===== config.mk =====
export PLATFORM = sky130hd
export DESIGN_NAME = cpu_run_ctrl
export DESIGN_NICKNAME = d
export VERILOG_FILES = /design/src/rtl/cpu_run_ctrl.sv
export SDC_FILE = /design/constraint.sdc
export NUM_CORES = 1
export LEC_CHECK = 0
export BUFFER_PORTS_ARGS = -buffer_cell sky130_fd_sc_hd__buf_2
export CAP_MARGIN = 20
export CORE_ASPECT_RATIO = 1.4
export CORE_MARGIN = 1.5
export CORE_UTILIZATION = 37
export DETAILED_ROUTE_END_ITERATION = 8
export GPL_TIMING_DRIVEN = 0
export SLEW_MARGIN = 40
export SYNTH_ARGS = -nofsm -noshare
export SYNTH_HDL_FRONTEND = slang
export SYNTH_SLANG_ARGS = --single-unit

===== constraint.sdc =====
create_clock -name clk -period 2.95 [get_ports clk]
set_clock_uncertainty 0.05 [all_clocks]
set_input_delay 0.4425 -clock clk [delete_from_list [all_inputs] [get_ports clk]]
set_output_delay 0.4425 -clock clk [all_outputs]
set_load 0.01 [all_outputs]

===== src/rtl/cpu_run_ctrl.sv =====
// rtl/cpu_run_ctrl.sv - run/step/load controller: schedules cpu_ce, loads program RAM, PC breakpoint
module cpu_run_debounce #(
  parameter int DB_W = 16
) (
  input  logic clk,
  input  logic rst,
  input  logic raw,
  output logic ev
);
  logic            s1, s2, level, level_q;
  logic [DB_W-1:0] cnt;

  // The level flips only after 2**DB_W consecutive synchronized samples disagree with it
  always_ff @(posedge clk or posedge rst) begin
    if (rst) begin
      s1      <= 1'b0;
      s2      <= 1'b0;
      level   <= 1'b0;
      level_q <= 1'b0;
      cnt     <= '0;
    end else begin
      s1      <= raw;
      s2      <= s1;
      level_q <= level;
      if (s2 == level) begin
        cnt <= '0;
      end else if (cnt == '1) begin
        level <= s2;
        cnt   <= '0;
      end else begin
        cnt <= cnt + DB_W'(1);
      end
    end
  end

  assign ev = level & ~level_q;
endmodule

module cpu_run_ctrl #(
  parameter int PC_W = 8,
  parameter int DIV  = 8,
  parameter int DB_W = 16
) (
  input  logic            clk,
  input  logic            reset,
  input  logic            btn_run,
  input  logic            btn_step,
  input  logic            ld_start,
  input  logic            ld_end,
  input  logic            ld_valid,
  input  logic [7:0]      ld_data,
  output logic            ld_ready,
  output logic            prog_we,
  output logic [PC_W-1:0] prog_waddr,
  output logic [7:0]      prog_wdata,
  input  logic [PC_W-1:0] pc,
  input  logic            bp_en,
  input  logic [PC_W-1:0] bp_addr,
  output logic            cpu_ce,
  output logic            cpu_rst_n,
  output logic [1:0]      state,
  output logic            bp_hit,
  output logic            ld_ovf
);
  localparam int PW = $clog2(DIV);

  // S_EXIT is the single post-load cycle that clears the CPU PC; reported as LOAD
  typedef enum logic [2:0] {S_HALT, S_RUN, S_STEP, S_LOAD, S_EXIT} st_t;
  st_t st, nxt;

  logic            run_ev, step_ev;
  logic [PW-1:0]   presc;
  logic            first_tick, tick, bp_stop, accept;
  logic [PC_W-1:0] addr, wbase;

  cpu_run_debounce #(.DB_W(DB_W)) u_db_run  (.clk(clk), .rst(reset), .raw(btn_run),  .ev(run_ev));
  cpu_run_debounce #(.DB_W(DB_W)) u_db_step (.clk(clk), .rst(reset), .raw(btn_step), .ev(step_ev));

  assign tick    = (presc == PW'(DIV - 1));
  assign bp_stop = tick & bp_en & (pc == bp_addr) & ~first_tick;
  assign accept  = ld_valid & ld_ready;
  assign wbase   = ld_start ? '0 : addr;

  always_ff @(posedge clk or posedge reset) begin
    if (reset) st <= S_HALT;
    else       st <= nxt;
  end

  always_comb begin
    nxt = st;
    case (st)
      S_HALT: begin
        if (ld_start)     nxt = S_LOAD;
        else if (run_ev)  nxt = S_RUN;
        else if (step_ev) nxt = S_STEP;
      end
      S_RUN: begin
        if (ld_start)     nxt = S_LOAD;
        else if (run_ev)  nxt = S_HALT;
        else if (bp_stop) nxt = S_HALT;
      end
      S_STEP:  nxt = ld_start ? S_LOAD : S_HALT;
      S_LOAD: begin
        if (ld_start)     nxt = S_LOAD;
        else if (ld_end)  nxt = S_EXIT;
      end
      S_EXIT:  nxt = ld_start ? S_LOAD : S_HALT;
      default: nxt = S_HALT;
    endcase
  end

  // Any ld_start suppresses the ce of the cycle it arrives in
  always_comb begin
    cpu_ce    = 1'b0;
    cpu_rst_n = 1'b1;
    ld_ready  = 1'b0;
    case (st)
      S_RUN:  cpu_ce = tick & ~bp_stop & ~run_ev & ~ld_start;
      S_STEP: cpu_ce = ~ld_start;
      S_LOAD: begin
        cpu_rst_n = 1'b0;
        ld_ready  = 1'b1;
      end
      S_EXIT: begin
        cpu_rst_n = 1'b0;
        cpu_ce    = ~ld_start;
      end
      default: ;
    endcase
  end

  assign state = (st == S_EXIT) ? 2'b11 : st[1:0];

  always_ff @(posedge clk or posedge reset) begin
    if (reset) begin
      presc      <= '0;
      first_tick <= 1'b1;
      bp_hit     <= 1'b0;
      ld_ovf     <= 1'b0;
      addr       <= '0;
      prog_we    <= 1'b0;
      prog_waddr <= '0;
      prog_wdata <= '0;
    end else begin
      presc      <= (st == S_RUN && nxt == S_RUN) ? (tick ? '0 : presc + PW'(1)) : '0;
      first_tick <= (st != S_RUN) ? 1'b1 : (tick ? 1'b0 : first_tick);
      if (st == S_RUN && !ld_start && !run_ev && bp_stop) bp_hit <= 1'b1;
      else if (st == S_HALT && nxt == S_RUN)              bp_hit <= 1'b0;
      prog_we <= accept;
      if (accept) begin
        prog_waddr <= wbase;
        prog_wdata <= ld_data;
        addr       <= wbase + PC_W'(1);
      end else if (ld_start) begin
        addr <= '0;
      end
      if (accept && wbase == '1) ld_ovf <= 1'b1;
      else if (ld_start)         ld_ovf <= 1'b0;
    end
  end
endmodule


==> metrics.yaml, run 1 <==
tightestPinTransition_ns: 0.571
dp_slack_ns: 0.794
synth_edf_count: 0
finalHoldViolCount: 0
cts-root-buf: "clkbuf_16"
yosysTopAreaCell: "dfrtp_1"
drc: 0
crit_type: "reg -> out"
cts_buffers: 9
grt_usage_pct: 15.1
p_total_mw: 2.67
r2r_end: "u_db_step.cnt[5]"
rsz0062_at_grt: "false"
grt_pass1_wl_um: 11800
synth_most_common_cell: "dfrtp_1"
layout_min_cycle_time_ns: 2.48
synthesis.nets: 377
setup_viol: 0
synth_cells: 340
nets: 445
syn_avg_cell_area_um2: 10.1
yosys_warnings: 0
postCtsSetupBuffers: 0
die_w_um: 84.6
clock-sinks: 74
min_period_over_period_pct: 84.2
cts_buffer_depth: 2
core_area_um2: 9030
postRouteAntennaNets: 0
synth.distinct_cells: 43
cts_tree: "done"
powerDensity_nw_per_um2: 627
overflow: 0
hold_end: "u_db_step.s1"
r2r_slack_ns: 1.14
rows: 41
antenna_found_initial: 0
status: "finished, final reports clean"
vias_per_cell: 5.01
start_kind: "flop"
die-height_um: 117
synth_area_um2: 3450
slew-limit-headroom_pct: 61.6
finalWirelength_um: 6690
finalCoreUtilization_pct: 47.1
regArea_um2: 1850
vdd_ir_drop_max_v: 0.000538
cts_resized: 0
vias: 2607
worstReg2RegStart: "u_db_step.cnt[0]"
r2r_cells: 6
grt_start_max_net_pins: 59
critical_path_required_ns: 2.46
clock_latency_ns: 0.33
drtIter0Drc: 67
top_level_ports: 56
postSynth.asyncResetShare_pct: 100
first_global_vias: 2644
drv_cap: 0
drive_gt1_share_pct: 21.5
synth_ff_type: "dfrtp_1"
ys_seq_elements: 74
hold_class: "in -> reg"
crit_arrival_ns: 1.99
synth_top_area_share_pct: 53.0
area_growth_pct: 23.3
nFillCells: 877
place_hpwl_um: 4770
gp_congestion: 0.768
initial_utilization_pct: 38.2
leakage_nw: 2.00
ctsHoldBuffers: 1
max_freq_mhz: 402
worstHoldStart: "btn_step"
synth.area.top_cells: "dfrtp_1 (53%), xnor2_1 (6.6%), nand2_1 (5.3%)"
maxSlewViolCount: 0
die_area_um2: 9920
whs_path_depth: 1
avgRoutedWirePerCell_um: 12.9
endpoint_kind: "output pin"
dr.pass1.iters: 4
tns_ns: 0
cts-htree-levels: 3
path_clk_slew_ns: 0.06
fin_ws_ns: 0.465
multi_input_area_um2: 1500
synth_commonest_cells: "dfrtp_1 (73), nand2_1 (49), nor2_1 (43)"
diodes: 0
synth_seq_area_share_pct: 53.7
crit_fanout: 9
io_buffers: 55
through the flow:
stage	area (um^2)	hold WS (ns)	instances
6_report	4250	0.165	520
5_1_grt	4250	0.149	520
4_1_cts	4250	0.151	520
3_5_place_dp	3890	0.285	503
3_3_place_gp	3860	0.285	502
2_1_floorplan	3450	0.281	340
worst max-delay path, cell delays in order (launching register included):
cell	delay, ns
dfrtp_1	0.37
buf_6	0.14
or3b_1	0.41
or3_1	0.36
o31ai_1	0.21
buf_2	0.17
flip-flops by register name, summed over array words and instances (netlist names):
signal,flops
addr,8
bp_hit,1
first_tick,1
ld_ovf,1
presc,3
prog_waddr,8
prog_wdata,8
prog_we,1
st,3
u_db_run.cnt,16
u_db_run.level,1
u_db_run.level_q,1
u_db_run.s1,1
u_db_run.s2,1
u_db_step.cnt,16
u_db_step.level,1
u_db_step.level_q,1
u_db_step.s1,1
u_db_step.s2,1
worst max-delay path by stage:
stage | startpoint | end | depth (start not counted)
floorplan | reset | addr[0] | 1
global placement | reset | prog_wdata[5] | 2
detailed placement | ld_start | addr[6] | 8
CTS | st[1] | cpu_ce | 5
global route | presc[0] | cpu_ce | 6
finish | st[1] | cpu_ce | 5
report_power, final:
part           internal [mW]  switching, mW
sequential              1.07         0.0353
clock                  0.850          0.425
combinational          0.116          0.166
total                   2.04          0.626
cell usage in the layout (no fill, tap or decap), types with 3 or more instances in the layout:
master and n:
a21oi_1 5, and3_1 3, and4_1 3, buf_2 58, bufinv_16 3, clkbuf_1 4
clkbuf_16 9, dfrtp_1 73, ha_1 5, inv_1 9, mux2_2 3, nand2_1 49
nand2b_1 6, nand3_1 14, nand3b_1 3, nand4_1 14, nor2_1 43, nor2b_1 3
nor3_1 6, nor4_1 5, o21ai_0 14, o31ai_1 3, or3_1 4, xnor2_1 26
xor2_1 15
metal layers:
layer	vias up	wire length [um]	share of wire, %	global-route usage, %
li1	1303	-	-	-
met1	1242	2860	43	18.0
met2	53	3430	51	25.7
met3	9	245	3.7	2.73
met4	0	149	2.2	8.92
met5	-	0	0	0
logic make-up after synthesis:
family	Yosys count	share of synthesized area, %
XOR/XNOR	41	10.4
adder cells (fa/ha/maj)	5	1.81
AND/OR/NAND/NOR	165	24.7
buffers and inverters	20	2.72
flip-flops	74	53.7
AO/OA/AOI/OAI	32	5.62
multiplexers	3	0.980
cell type report:
cell class	instances	share of cell area [%]
Sequential cell	74	43.6
Inverter	10	1.00
Buffer	10	1.32
Multi-Input combinational cell	246	35.3
Clock buffer	10	5.62
Tap cell	107	3.15
Timing Repair Buffer	57	7.36
Clock inverter	6	2.68
Power figures use the tool's default switching activity.
==> run 2: changes to the inputs <==
clock period = 2.2 ns   (was 2.95 ns; I/O delays follow)
==> metrics.yaml, run 2 (synthesized netlist as in run 1, its figures left out) <==
vdd_ir_drop_max_v: 0.000476
io_buffers: 55
nFillCells: 850
drive_gt1_share_pct: 23.4
die_area_um2: 9920
clock_latency_ns: 0.33
gp_congestion: 0.782
avgRoutedWirePerCell_um: 12.6
hold_slack_ns: 0.0542
die-height_um: 117
place_hpwl_um: 4730
start_kind: "flop"
layout_common_cells: "dfrtp_1 (73), buf_2 (58), nand2_1 (49)"
top_regs: "u_db_run.cnt: 16 flops, u_db_step.cnt: 16 flops"
violations: "negative setup slack"
min_period_over_period_pct: 103
finalHoldViolCount: 0
maxSlewViolCount: 0
finalWirelength_um: 6610
core_area_um2: 9030
endpoint_kind: "output pin"
grt_start_max_net_pins: 24
diodes: 0
grt_usage_pct: 14.4
dp_slack_ns: 0.181
dr.pass1.iters: 4
vias: 2613
placed_cell_area_um2: 3940
rsz0062_at_grt: "true"
slew-limit-headroom_pct: 66.1
leakage_nw: 2.01
fin_ws_ns: -0.0712
regArea_um2: 1850
powerDensity_nw_per_um2: 755
placed_cells_incl_taps: 505
drc: 0
clock-sinks: 74
overflow: 0
path_clk_slew_ns: 0.05
drtIter0Drc: 93
top_level_ports: 56
cts_tree: "done"
cts_buffer_depth: 2
setup_viol: 1
postRouteAntennaNets: 0
critical_path_required_ns: 1.82
cts-root-buf: "clkbuf_16"
crit_fanout: 8
fin_area_um2: 4280
stdcell_count: 526
multi_input_area_um2: 1530
tightestPinTransition_ns: 0.505
vias_per_cell: 4.97
drv_cap: 0
layout_commonest_cell: "dfrtp_1"
antenna_found_initial: 0
max_freq_mhz: 440
hold_class: "in -> reg"
first_global_vias: 2651
rows: 41
finalCoreUtilization_pct: 47.4
status: "finished, violations left"
initial_utilization_pct: 38.2
crit_type: "reg -> out"
cts-htree-levels: 3
grt_pass1_wl_um: 11500
layout_min_cycle_time_ns: 2.27
die_w_um: 84.6
nets: 451
area_growth_pct: 24.2
cts_buffers: 9
crit_arrival_ns: 1.89
==> run 2: cell count changes in the layout (fill, tap and decap cells not counted), moves of 2 or more <==
cell	delta
buf_16	+2
buf_4	+4
bufinv_16	-3
clkinv_2	+3
==> run 2: power breakdown <==
group | switching, mW | total [mW] | internal [mW]
Sequential | 0.0499 | 1.49 | 1.44
Clock | 0.540 | 1.33 | 0.787
Combinational | 0.230 | 0.415 | 0.185
Total | 0.820 | 3.23 | 2.41
==> run 2: worst paths after layout <==
| path | startpoint | end | slack [ns] | cells past startpoint |
|---|---|---|---|---|
| worst max-delay path | st[0] | cpu_ce | -0.07 | 5 |
| worst min-delay path | btn_run | u_db_run.s1 | 0.05 | 1 |
| worst max register to register | u_db_step.cnt[0] | u_db_step.cnt[8] | 0.40 | 6 |
| worst min register to register | u_db_step.s1 | u_db_step.s2 | 0.32 | 0 |
| max in group asynchronous | reset | prog_waddr[0] | 0.89 | 6 |
| min in group asynchronous | reset | u_db_step.cnt[5] | 0.45 | 3 |
==> run 2: routing by layer <==
layer  global-route usage, %  wire [um]  up-vias
met5                       0          0        -
met4                    7.63        152        0
met3                    3.37        240       11
met2                    25.5       3300       55
met1                    16.3       2930     1226
li1                        -          -     1321
==> run 2: stage by stage <==
stage               TNS [ns]  power (mW)
floorplan                  0        1.74
global placement           0        1.88
detailed placement         0        1.91
CTS                   -0.141        3.28
global route          -0.138        3.40
finish               -0.0712        3.23
==> run 2: what timing repair did <==
action / CTS / global route
pin swaps: 2 / 3
buffers inserted: 2 / 3
hold buffers: 1 / 0
setup endpoints to repair: 1 / 1
endpoints found under the hold margin: 11 / 0
gates resized for setup: 4 / 2
==> run 2: critical path: stages (launching register included) <==
cell and delay (ns):
dfrtp_1 0.33, buf_6 0.12, or3b_4 0.38, or3_4 0.41, o31ai_4 0.16, buf_2 0.16
==> run 2: final cells by class <==
class	count	share of cell area, %
Clock inverter	5	0.701
Buffer	9	1.14
Timing Repair Buffer	64	9.47
Tap cell	107	3.13
Clock buffer	11	5.67
Inverter	10	0.964
Sequential cell	74	43.3
Multi-Input combinational cell	246	35.7
==> run 3: changes to the inputs <==
BUFFER_PORTS_ARGS = -buffer_cell sky130_fd_sc_hd__clkbuf_2   (was -buffer_cell sky130_fd_sc_hd__buf_2)
==> metrics.yaml, run 3 (synthesized netlist as in run 1, its figures left out) <==
area_growth_pct: 25.7
antenna_found_initial: 0
cp_top_family: "simple AND/OR/NAND/NOR gates"
rows: 41
core_area_um2: 9030
cts_tree: "done"
worstHoldStart: "btn_step"
postRouteAntennaNets: 0
layout_min_cycle_time_ns: 2.25
fin_area_um2: 4340
start_kind: "flop"
gp_congestion: 0.774
worstReg2RegStart: "u_db_step.cnt[0]"
rsz0062_at_grt: "true"
leakage_nw: 2.03
gr-usage-met1_pct: 17.3
drtIter0Drc: 86
overflow: 0
die_w_um: 84.6
slew-limit-headroom_pct: 64.9
min_period_over_period_pct: 102
r2r_slack_ns: 0.37
vias: 2630
diodes: 0
initial_utilization_pct: 38.2
io_buffers: 55
die_area_um2: 9920
multi_input_area_um2: 1520
tns_ns: -0.0494
grt_pass1_wl_um: 11900
drv_cap: 0
status: "finished, violations left"
clock_latency_ns: 0.33
top_regs: "u_db_run.cnt: 16 flops, u_db_step.cnt: 16 flops"
tightestPinTransition_ns: 0.523
vias_per_cell: 4.99
crit_type: "reg -> out"
first_global_vias: 2714
grt_busiest_layer: "met2"
place_hpwl_um: 4950
drc: 0
setup_viol: 1
crit_arrival_ns: 1.87
nFillCells: 851
crit_slowest_cell: "or3_4"
avgRoutedWirePerCell_um: 12.8
maxSlewViolCount: 0
hold_class: "in -> reg"
cp_cell_sequence: "buf_6 -> or3b_4 -> or3_4 -> o31ai_2 -> buf_2"
grt_use_met2_pct: 26.3
placed_cell_area_um2: 3970
layout_common_cells: "dfrtp_1 (73), clkbuf_2 (54), nand2_1 (49)"
die-height_um: 117
hold_slack_ns: 0.0581
slowest_delay_ns: 0.40
critical_path_required_ns: 1.82
worst-path-buf-inv: 2
crit_fanout: 4
cts_buffers: 9
cts_buffer_depth: 2
hold_end: "u_db_step.s1"
grt.met3_usage_pct: 3.51
fin_ws_ns: -0.0494
finalCoreUtilization_pct: 48.0
drive_gt1_share_pct: 23.6
cts-root-buf: "clkbuf_16"
stdcell_count: 527
dr.pass1.iters: 4
endpoint_kind: "output pin"
path_depth: 5
clock-sinks: 74
top_level_ports: 56
regArea_um2: 1850
r2r_end: "u_db_step.cnt[4]"
cts-htree-levels: 3
vdd_ir_drop_max_v: 0.000612
whs_path_depth: 1
grt_usage_pct: 15.0
finalWirelength_um: 6770
path_clk_slew_ns: 0.06
max_freq_mhz: 445
finalHoldViolCount: 0
placed_cells_incl_taps: 506
layout_commonest_cell: "dfrtp_1"
grt_start_max_net_pins: 21
r2r_cells: 6
violations: "negative setup slack"
powerDensity_nw_per_um2: 780
nets: 452
[run 3: changes by cell type in the layout (fill, tap and decap cells not counted), sizes merged]
cell	delta
buf	-53
bufinv	+1
clkbuf	+55
clkinv	-2
[run 3: power breakdown]
group / internal, mW / switching (mW)
clock network: 0.937 / 0.535
registers: 1.44 / 0.0509
logic: 0.188 / 0.230
[run 3: final cells by class]
type | count | share of cell area, %
clock inverters | 4 | 1.15
clock buffers | 12 | 5.92
inverters | 10 | 0.952
multi-input cells | 246 | 35.0
plain buffers | 9 | 1.13
flip-flops and latches | 74 | 42.7
repair buffers | 65 | 9.99
well taps | 107 | 3.09
[run 3: worst max path at each step]
stage | from | to | slack, ns
2_1_floorplan | st[1] | cpu_ce | 0.28
3_3_place_gp | st[1] | cpu_ce | 0.20
3_5_place_dp | ld_start | addr[6] | 0.16
4_1_cts | st[1] | cpu_ce | -0.15
5_1_grt | st[0] | cpu_ce | -0.12
6_report | st[0] | cpu_ce | -0.05
[run 3: metal layers]
| layer | vias to the layer above | wire [um] | part of all wire, % |
|---|---|---|---|
| met2 | 54 | 3520 | 52 |
| met3 | 7 | 254 | 3.8 |
| met4 | 0 | 127 | 1.9 |
| li1 | 1318 | - | - |
| met5 | - | 0 | 0 |
| met1 | 1251 | 2870 | 42 |
[run 3: worst reg2reg max path, cell delays in order (launching register included)]
cell and delay (ns):
dfrtp_1 0.39, ha_1 0.31, inv_1 0.14, nor4_4 0.36
a31o_2 0.24, buf_4 0.17, nor2_1 0.06
[run 3: stage by stage]
| stage | total power [mW] | setup slack [ns] |
|---|---|---|
| final | 3.38 | -0.0494 |
| after global routing | 3.54 | -0.119 |
| after CTS | 3.44 | -0.150 |
| after detailed placement | 1.92 | 0.162 |
| after global placement | 1.88 | 0.198 |
| after floorplan | 1.74 | 0.276 |
[run 3: repair_timing]
action                                 4_1_cts  5_1_grt
hold buffers                                 1        0
endpoints found under the hold margin       12        0
pin swaps                                    2        3
buffers inserted                             2        3
setup endpoints to repair                    1        1
resized for setup                            4        2
